## config.mk

```make
export PLATFORM = sky130hd
export DESIGN_NAME = seq_div_4bit
export DESIGN_NICKNAME = d
export VERILOG_FILES = /design/src/rtl/div_pkg.sv /design/src/rtl/div_step.sv /design/src/rtl/seq_div_4bit.sv
export SDC_FILE = /design/constraint.sdc
export NUM_CORES = 1
export LEC_CHECK = 0
export BUFFER_PORTS_ARGS = -buffer_cell sky130_fd_sc_hd__buf_2
export CAP_MARGIN = 25
export CORE_MARGIN = 1
export CORE_UTILIZATION = 54
export CTS_CLUSTER_SIZE = 25
export DETAILED_ROUTE_END_ITERATION = 16
export GPL_TIMING_DRIVEN = 0
export MAX_ROUTING_LAYER = met4
export PLACE_DENSITY = 0.76
export SLEW_MARGIN = 20
export SYNTH_ARGS = -nofsm -noshare
export SYNTH_HDL_FRONTEND = slang
export SYNTH_SLANG_ARGS = --single-unit
export TNS_END_PERCENT = 50
```

## constraint.sdc

```tcl
create_clock -name clk -period 2 [get_ports clk]
set_input_delay 0.1 -clock clk [delete_from_list [all_inputs] [get_ports clk]]
set_output_delay 0.1 -clock clk [all_outputs]
set_load 0.03 [all_outputs]
```

## src/rtl/div_pkg.sv

```systemverilog
// Shared widths, iteration count and FSM state encoding for the sequential divider.
package div_pkg;

  localparam int DIVIDEND_W = 8;
  localparam int DIVISOR_W  = 4;
  localparam int ITER_N     = 8;

  localparam logic [3:0] LAST_ITER = 4'(ITER_N - 1);

  typedef enum logic [1:0] {
    IDLE = 2'd0,
    RUN  = 2'd1,
    DONE = 2'd2
  } state_e;

endpackage

```

## src/rtl/div_step.sv

```systemverilog
// One restoring-division iteration: shift in the next dividend bit, compare,
// and conditionally subtract the divisor.
module div_step
  import div_pkg::*;
(
  input  logic [DIVISOR_W-1:0] rem_i,
  input  logic                 bit_i,
  input  logic [DIVISOR_W-1:0] divisor_i,
  output logic [DIVISOR_W-1:0] rem_o,
  output logic                 q_o
);

  logic [DIVISOR_W:0] partial_s;
  logic [DIVISOR_W:0] diff_s;

  // Compare the widened partial remainder and subtract when it covers the divisor.
  always_comb begin
    partial_s = {rem_i, bit_i};
    diff_s    = partial_s - {1'b0, divisor_i};
    if (partial_s >= {1'b0, divisor_i}) begin
      rem_o = diff_s[DIVISOR_W-1:0];
      q_o   = 1'b1;
    end else begin
      rem_o = partial_s[DIVISOR_W-1:0];
      q_o   = 1'b0;
    end
  end

endmodule

```

## src/rtl/seq_div_4bit.sv

```systemverilog
// 8-bit / 4-bit unsigned sequential restoring divider, one quotient bit per cycle.
// Optional DIV_ZERO_FLAG_EN adds a 1-cycle divide-by-zero path and the div_zero flag.
module seq_div_4bit
  import div_pkg::*;
(
  input  logic                  clk,
  input  logic                  rst_n,
  input  logic                  start,
  input  logic [DIVIDEND_W-1:0] dividend,
  input  logic [DIVISOR_W-1:0]  divisor,
  output logic                  busy,
  output logic                  done,
  output logic [DIVIDEND_W-1:0] quotient,
`ifdef DIV_ZERO_FLAG_EN
  output logic [DIVISOR_W-1:0]  remainder,
  output logic                  div_zero
`else
  output logic [DIVISOR_W-1:0]  remainder
`endif
);

  state_e                  state_q, state_d;
  logic [3:0]              cnt_q, cnt_d;
  logic [DIVIDEND_W-1:0]   dvd_q, dvd_d;
  logic [DIVISOR_W-1:0]    dvs_q, dvs_d;
  logic [DIVISOR_W-1:0]    rem_q, rem_d;
  logic [DIVIDEND_W-2:0]   qacc_q, qacc_d;
  logic [DIVIDEND_W-1:0]   quot_q, quot_d;
  logic [DIVISOR_W-1:0]    remo_q, remo_d;
  logic                    busy_q, busy_d;
  logic                    done_q, done_d;
  logic                    dz_q, dz_d;

  logic [DIVISOR_W-1:0]    step_rem_s;
  logic                    step_q_s;

  div_step u_step (
    .rem_i     (rem_q),
    .bit_i     (dvd_q[DIVIDEND_W-1]),
    .divisor_i (dvs_q),
    .rem_o     (step_rem_s),
    .q_o       (step_q_s)
  );

  // Next-state, datapath and output decode.
  always_comb begin
    state_d = state_q;
    cnt_d   = cnt_q;
    dvd_d   = dvd_q;
    dvs_d   = dvs_q;
    rem_d   = rem_q;
    qacc_d  = qacc_q;
    quot_d  = quot_q;
    remo_d  = remo_q;
    dz_d    = dz_q;
    case (state_q)
      IDLE, DONE: begin
        if (start) begin
          dvd_d  = dividend;
          dvs_d  = divisor;
          cnt_d  = 4'd0;
          rem_d  = 4'd0;
          qacc_d = 7'd0;
`ifdef DIV_ZERO_FLAG_EN
          if (divisor == 4'd0) begin
            state_d = DONE;
            quot_d  = 8'hFF;
            remo_d  = 4'hF;
            dz_d    = 1'b1;
          end else begin
            state_d = RUN;
          end
`else
          state_d = RUN;
`endif
        end else begin
          state_d = IDLE;
        end
      end
      RUN: begin
        dvd_d  = {dvd_q[DIVIDEND_W-2:0], 1'b0};
        rem_d  = step_rem_s;
        qacc_d = {qacc_q[DIVIDEND_W-3:0], step_q_s};
        cnt_d  = cnt_q + 4'd1;
        if (cnt_q == LAST_ITER) begin
          state_d = DONE;
          dz_d    = 1'b0;
          // A zero divisor saturates the quotient; the remainder is forced to all-ones.
          if (dvs_q == 4'd0) begin
            quot_d = 8'hFF;
            remo_d = 4'hF;
          end else begin
            quot_d = {qacc_q, step_q_s};
            remo_d = step_rem_s;
          end
        end else begin
          state_d = RUN;
        end
      end
      default: begin
        state_d = IDLE;
      end
    endcase
    busy_d = (state_d == RUN);
    done_d = (state_d == DONE);
  end

  // State, working and result registers.
  always_ff @(posedge clk or negedge rst_n) begin
    if (!rst_n) begin
      state_q <= IDLE;
      cnt_q   <= 4'd0;
      dvd_q   <= 8'd0;
      dvs_q   <= 4'd0;
      rem_q   <= 4'd0;
      qacc_q  <= 7'd0;
      quot_q  <= 8'd0;
      remo_q  <= 4'd0;
      busy_q  <= 1'b0;
      done_q  <= 1'b0;
      dz_q    <= 1'b0;
    end else begin
      state_q <= state_d;
      cnt_q   <= cnt_d;
      dvd_q   <= dvd_d;
      dvs_q   <= dvs_d;
      rem_q   <= rem_d;
      qacc_q  <= qacc_d;
      quot_q  <= quot_d;
      remo_q  <= remo_d;
      busy_q  <= busy_d;
      done_q  <= done_d;
      dz_q    <= dz_d;
    end
  end

  assign busy      = busy_q;
  assign done      = done_q;
  assign quotient  = quot_q;
  assign remainder = remo_q;
`ifdef DIV_ZERO_FLAG_EN
  assign div_zero  = dz_q;
`else
  logic unused_dz_s;
  assign unused_dz_s = dz_q;
`endif

endmodule

```

# Yosys cells after proc, flatten, opt, wreduce, memory -nomap -nowiden
# Index checks and enable logic that the tools add are counted.
# word_totals
out_inout_bits,14
input_bits,15
ff_bits,43
# classes
add_sub_neg,2
eq_ne,6
muxes,14
reduce_logical,7
n_lt_le_gt_ge,1
# ops
cell,count
$mux W8,2
$pmux W4 S2,2
$pmux W8 S2,1
$pmux W7 S2,1
$mux W4,3
$mux W7,1
$reduce_and A2 Y1,3
$ge A5 B4 Y1,1
$add A4 B1 Y4 const B,1
$eq A2 B1 Y1 const B,2
$eq A2 B2 Y1 const B,2
$eq A4 B3 Y1 const B,1
$logic_not A4 Y1,1
$pmux W2 S2,1
$sub A4 B4 Y4,1
$logic_not A2 Y1,1
$mux W1,2
$mux W2,1
$ne A2 B2 Y1 const B,1
$reduce_bool A2 Y1,1
$reduce_or A2 Y1,1

# Logic depth before layout (Yosys ltp)
# Gate-level depths: netlist (run 1).
# logic_depth
word_depth,4
depth_mapped,7

# Hierarchy
# Synthesis (run 1) repeated with hierarchy kept, for this count alone.
# unflattened
hier_cells,173
hier_area_um2,1976.9
# by_module_without_submodules
module,seq_area_each_um2,cells_each,area_per_inst_um2,instances
seq_div_4bit,1076.0,145,1752.9,1
div_step,0.0,28,224.0,1

# Worst setup path after synthesis (run 1)
# OpenSTA, ideal clock, no wires.
# synth_timing
path_kind,flip-flop to flip-flop
startpoint,reg dvs_q[2]
endpoint,"reg remo_q[1], in the netlist remainder[1]"
t_required_ns,1.874
path_stages_with_launch,8
setup_slack_ns,0.287
arrival_time_ns,1.587
path_cell_list,dfrtp_1 -> inv_1 -> ha_1 -> a21oi_2 -> o21ai_2 -> a21oi_4 -> mux2i_1 -> a21oi_1
# synth_between
elab_chain_len,3
word_cells_on_any_way,4
classes_between,order compare: 1; mux: 2; reduce/logical: 1
# synth_lines
element,line,rtl
"start, declared",seq_div_4bit.sv:25,"logic [DIVISOR_W-1:0] dvs_q, dvs_d;"
"start signal, assigned",seq_div_4bit.sv:126,dvs_q <= dvs_d;
$ge A5 B4 Y1,div_step.sv:20,"if (partial_s >= {1'b0, divisor_i}) begin"
$mux W4,div_step.sv:20,
$mux W4 (*),seq_div_4bit.sv:89,if (dvs_q == 4'd0) begin
"end signal, assigned",seq_div_4bit.sv:130,remo_q <= remo_d;
"end, declared",seq_div_4bit.sv:29,"logic [DIVISOR_W-1:0] remo_q, remo_d;"
# Mark *: on every way between the ends. The rest lies on a longest branch, timed or not.
# A chain may end at the register's enable or synchronous reset.

# Worst setup path in the final report (run 1)
# layout_timing
startpoint,reg dvs_q[0]
endpoint,"reg remo_q[1], in the netlist remainder[1]"
# layout_between
elab_chain_len,3
word_cells_on_any_way,5
classes_between,add/sub: 1; order compare: 1; mux: 2; reduce/logical: 1
# layout_lines
element,line
$sub A4 B4 Y4 / $ge A5 B4 Y1 (equally long branches),"div_step.sv:19, div_step.sv:20"
$mux W4,div_step.sv:20
$mux W4 (*),seq_div_4bit.sv:89
# Marked as above.

==> run metrics, run 1 <==
Worst Path Max Fanout 5; Pleak 1.08 nW; die area 0.00370 mm2; final cell count without fillers 259; Min-Delay Path Class input pin to flip-flop; Seq/Total Area, Yosys 57.5%; CP Buf/Inv Count 0; Avg Cell Area, Syn 11.5 um2; dpl hpwl 2.56 mm; Final Util 69.6%; Compound-Gate Fraction of Synth Area 19.3%; Worst setup SP type flip-flop; chip width 60.9 um; nets@finish 233; Setup TNS Final 0 ps; crit-path cells ha_1 -> nor2b_1 -> o21ai_2 -> a21oi_4 -> mux2i_2 -> a21oi_1; Routed WL 3.83 mm; Post-Synth Simple-Gate Area 12.6%; Pins Over Slew Limit 0; initial core utilization 56.1%; Setup Crit Path Kind flip-flop to flip-flop; First-pass DRT Iterations 4; initial antenna violation count 0; die height 60.9 um; Setup crit end kind flip-flop; Initial DRC Count 66; crit share post-route 95.3%; area share of fa/ha/maj cells after synthesis 4.41%; largest family of logic cells by synthesized area compound AO/OA/AOI/OAI gates; CTS tree yes; worst skew pair latency 360 ps; total grt overflow 0; synth warn 0; Wirelength per Cell 14.8 um; I/O pin cnt 29; Top Family by Delay on Critical Path compound AO/OA/AOI/OAI gates; Total Routing Usage GR 23.7%; Syn Nets 183; Via-to-Cell Ratio 5.41; global-route wire length before repair 5.95 mm; Worst Path Required 2250 ps; Cell Rows 21; IO Port Bufs 28; status completed; vias in the first global route 1351; clk sinks 43; area grow syn2layout 24.2%; CP arrival 2160 ps; max incr delay on CP 470 ps; Area contributors post-synth dfrtp_1, nand2_1, a22o_1; layout cells sized above 1 25.4%; top-area cell type share of the netlist area 57.5%; Post-Place Cells 236; Max VDD drop 0.840 mV; Power Density 1850 mW/mm2; Post-Synthesis Cells 162; RSZ-0062 raised after global routing false; asr flop ratio synth 100%; diodes inserted 0; post-synthesis xor/xnor area fraction 0.936%; vias post-DR 1402; CTS buffer count 5; Max Clk Rate 0.525 GHz; Worst Tran Pin Value 940 ps; largest net degree at the start of global routing 44; Max Cap Viol 0; core footprint 0.00334 mm2; slowest cell on the critical path dfrtp_1; Worst slew margin 37.4%; Final Skew 10.5 ps; Synth Register Bits 43; clock slew at reported path FFs 120 ps; leading area contributor after synthesis dfrtp_1; top post-synthesis cells by count dfrtp_1, nand2_1, a22o_1; Post-Syn Area 0.00187 mm2; DRC violations left 0; Bufs on Longest Clock Path 2; final-report setup violation count 0; number of synthesized flops with an enable pin 0; Detail Route Antenna Nets 0; H-tree levels 2; post-synthesis cell type count 35; proportion of synthesized area in mux cells 2.14%; gpl congestion 0.825; Synth Flop Type dfrtp_1; fill count 261; final hold violations 0; most instantiated library cell after synthesis dfrtp_1; minimum clock period 1910 ps; CTS root buf clkbuf_4
==> timing repair <==
| action | CTS | global route |
|---|---|---|
| setup buffers | 0 | 2 |
| hold buffers | 13 | 0 |
| hold endpoints to repair | 55 | 0 |
| gates resized for setup | 0 | 4 |
| endpoints found under the setup margin | 0 | 6 |
==> registers in the layout, summed over array words and instances (netlist names) <==
register   flops
busy           1
cnt_q          4
done           1
dvd_q          8
dvs_q          4
qacc_q         7
quotient       8
rem_q          4
remainder      4
state_q        2
==> logic make-up (layout without fill, tap and decap cells) <==
family	after synthesis	after routing
AO/OA/AOI/OAI	45	45
XOR/XNOR	2	2
flip-flops	43	43
buffers and inverters	12	63
adder cells (fa/ha/maj)	6	6
multiplexers	4	4
AND/OR/NAND/NOR	50	50
==> layout make-up <==
| class | count | area (um2) | area share [%] |
|---|---|---|---|
| Clock buffer | 6 | 51.3 | 2.21 |
| Buffer | 7 | 40.0 | 1.72 |
| Sequential cell | 43 | 1080 | 46.3 |
| Inverter | 5 | 18.8 | 0.808 |
| Timing Repair Buffer | 43 | 285 | 12.3 |
| Tap cell | 46 | 57.6 | 2.48 |
| Multi-Input combinational cell | 107 | 759 | 32.7 |
| Clock inverter | 2 | 35.0 | 1.51 |
==> placed cells by master, fill, tap and decap left out, drive strengths merged, types with 5 or more instances in the layout <==
cell         instances
dfrtp               43
inv                  5
nand2               30
dlygate4sd3         13
a22oi                6
clkbuf               6
o21ai               11
nor2                 8
o22a                 8
ha                   5
buf                 37
a22o                 9
a21oi                6
==> metrics by stage <==
step           power (W)  setup WS, ps  area (um2)  hold WS, ps
3_3_place_gp     0.00343           123        2070          275
2_1_floorplan    0.00304           287        1870         -196
3_5_place_dp     0.00354          86.6        2070          294
4_1_cts          0.00413          54.8        2280         13.9
6_report         0.00429          94.5        2320         24.9
5_1_grt          0.00461          14.4        2320         42.4
==> worst register-to-register path: cells and delay by family, from the launching register on <==
| kind | cells | cell delay (ps) |
|---|---|---|
| AO/OA/AOI/OAI | 3 | 490 |
| adder cells (fa/ha/maj) | 1 | 350 |
| flip-flops | 1 | 470 |
| multiplexers | 1 | 290 |
| AND/OR/NAND/NOR | 1 | 210 |
==> power by group <==
part	total, W	switching, W	internal [W]
Combinational	0.00214	0.00122	0.000919
Sequential	0.00158	0.000304	0.00127
Clock	0.000573	0.000278	0.000295
==> routing by layer <==
metal  wire length, um  part of all wire, %  vias up  track usage, %
met5                 0                    0        -               -
met4                72                  1.9        0            7.79
met3               126                  3.3        7            6.40
met2              1940                   51       26            37.2
met1              1680                   44      693            29.9
li1                  -                    -      676               -
==> path summary, 6_finish.rpt <==
kind | start | end | slack (ps) | cells after the start
max | dvs_q[0] | remainder[1] | 90 | 6
min | start | busy | 20 | 3
max reg2reg | dvs_q[0] | remainder[1] | 90 | 6
min reg2reg | dvd_q[1] | dvd_q[1] | 490 | 2
max in group asynchronous | rst_n | dvd_q[0] | 1010 | 2
min in group asynchronous | rst_n | quotient[1] | 410 | 2
Note: power is estimated with default switching activity, not from simulation.
==> run 2: changes to the inputs <==
clock period = 2.1 ns   (was 2 ns; I/O delays follow)
==> run 2 against run 1 <==
  * Sequential cell count unchanged
  * Largest cell class unchanged
  * Highest routed layer unchanged
  * Die area unchanged
  * Combinational power down 13%
  * Sequential share of layout area up 0.79 points
  * Cell count down 0.77%
  * Sequential power down 5%
  * Routed wire length down 2.7%
==> run metrics, run 2 (synthesized netlist as in run 1, its figures left out) <==
Pleak 1.07 nW; Initial DRC Count 66; minimum clock period 1940 ps; Bufs on Longest Clock Path 2; Worst Tran Pin Value 936 ps; Post-Place Cells 236; Total Routing Usage GR 23.7%; Power Density 1710 mW/mm2; CTS tree yes; CP arrival 2190 ps; Max Clk Rate 0.516 GHz; initial antenna violation count 0; gpl congestion 0.825; Setup Crit Path Kind flip-flop to flip-flop; Wirelength per Cell 14.5 um; worst skew pair latency 360 ps; initial core utilization 56.1%; global-route wire length before repair 5.95 mm; largest net degree at the start of global routing 44; post_cts resized 0; crit share post-route 92.2%; CTS buffer count 5; commonest non-fill, non-tap cell in the layout dfrtp_1; chip width 60.9 um; clk sinks 43; Setup TNS Final 0 ps; Detail Route Antenna Nets 0; Final Hold Slack 33.1 ps; clock slew at reported path FFs 130 ps; I/O pin cnt 29; total grt overflow 0; DRC violations left 0; Cell Rows 21; Min-Delay Endpoint busy; most frequent cells in the layout dfrtp_1, buf_2, nand2_1; Max Cap Viol 0; r2r startpoint dvs_q[2]; Setup crit end kind flip-flop; First-pass DRT Iterations 4; IO Port Bufs 28; area grow syn2layout 22.1%; WHS Path Cells 3; Min-Delay Path Class input pin to flip-flop; core footprint 0.00334 mm2; nets@finish 231; die area 0.00370 mm2; die height 60.9 um; Pins Over Slew Limit 0; Top Family by Delay on Critical Path compound AO/OA/AOI/OAI gates; r2r setup slk 160 ps; Worst setup SP type flip-flop; Routed WL 3.72 mm; final cell count without fillers 257; Via-to-Cell Ratio 5.35; Worst Path Required 2350 ps; layout cells sized above 1 22.7%; H-tree levels 2; Worst Path Max Fanout 5; final-report setup violation count 0; final hold violations 0; dpl hpwl 2.56 mm; vias in the first global route 1351; Max VDD drop 0.793 mV; vias post-DR 1374; postcts setup bufs 0; slowest cell on the critical path dfrtp_1; fill count 265; HP Start start; Final Skew 10.0 ps; FF-to-FF End remainder[1]; diodes inserted 0; crit-path cells inv_1 -> ha_1 -> a21oi_2 -> o21ai_2 -> a21oi_4 -> mux2i_1 -> a21oi_1; status completed; max incr delay on CP 440 ps; Tot Pwr 0.00390 W; Worst slew margin 37.6%; worst slack, placed 187 ps; worst reg2reg path depth 7; CTS root buf clkbuf_4; CP Buf/Inv Count 1; setup ws final 164 ps; RSZ-0062 raised after global routing false
run 2: changes by cell type in the layout (fill, tap and decap cells not counted), sizes merged:
cell	delta
buf	-2
run 2: worst max path at each step:
| stage | start | depth (start not counted) | slack (ps) | to |
|---|---|---|---|---|
| detailed placement | dvs_q[2] | 7 | 190 | remainder[1] |
| CTS | dvs_q[2] | 7 | 150 | remainder[1] |
| finish | dvs_q[2] | 7 | 160 | remainder[1] |
| global route | dvs_q[2] | 7 | 20 | remainder[2] |
| global placement | dvs_q[2] | 7 | 220 | remainder[1] |
| floorplan | dvs_q[2] | 7 | 390 | remainder[1] |
run 2: worst reg2reg max path, delay by kind of cell, from the launching register on:
family | cells | cell delay [ps]
muxes | 1 | 290
AOI/OAI and AO/OA | 4 | 650
DFF | 1 | 440
adders and majority gates | 1 | 360
buffers and inverters | 1 | 90
run 2: metal layers:
metal / GRT usage [%] / vias to the layer above / wire length [um]
met4: 7.79 / 0 / 55
met3: 6.40 / 5 / 121
met1: 29.9 / 678 / 1680
li1: - / 668 / -
met2: 37.2 / 23 / 1860
met5: - / - / 0
run 2: cell type report:
type                       instances  area (um2)  area share, %
timing repair buffer              41         270           11.8
inverter                           5        18.8          0.821
clock inverter                     2        35.0           1.53
tap                               46        57.6           2.52
clock buffer                       6        51.3           2.25
sequential                        43        1080           47.1
buffer                             7        40.0           1.75
multi-input combinational        107         736           32.2
run 2: where the power goes:
group / internal [W] / switching [W] / total, W
Clock: 0.000281 / 0.000266 / 0.000547
Combinational: 0.000760 / 0.00110 / 0.00186
Sequential: 0.00121 / 0.000282 / 0.00150
run 2: what timing repair did:
| action | CTS | global route |
|---|---|---|
| hold buffers | 13 | 0 |
| endpoints found under the setup margin | 0 | 0 |
| hold endpoints to repair | 55 | 0 |
run 2: through the flow:
step	cell area (um2)	utilization [%]
6_report	2280	68.5
3_3_place_gp	2070	62.0
4_1_cts	2280	68.5
2_1_floorplan	1870	-
3_5_place_dp	2070	62.0
5_1_grt	2280	68.5
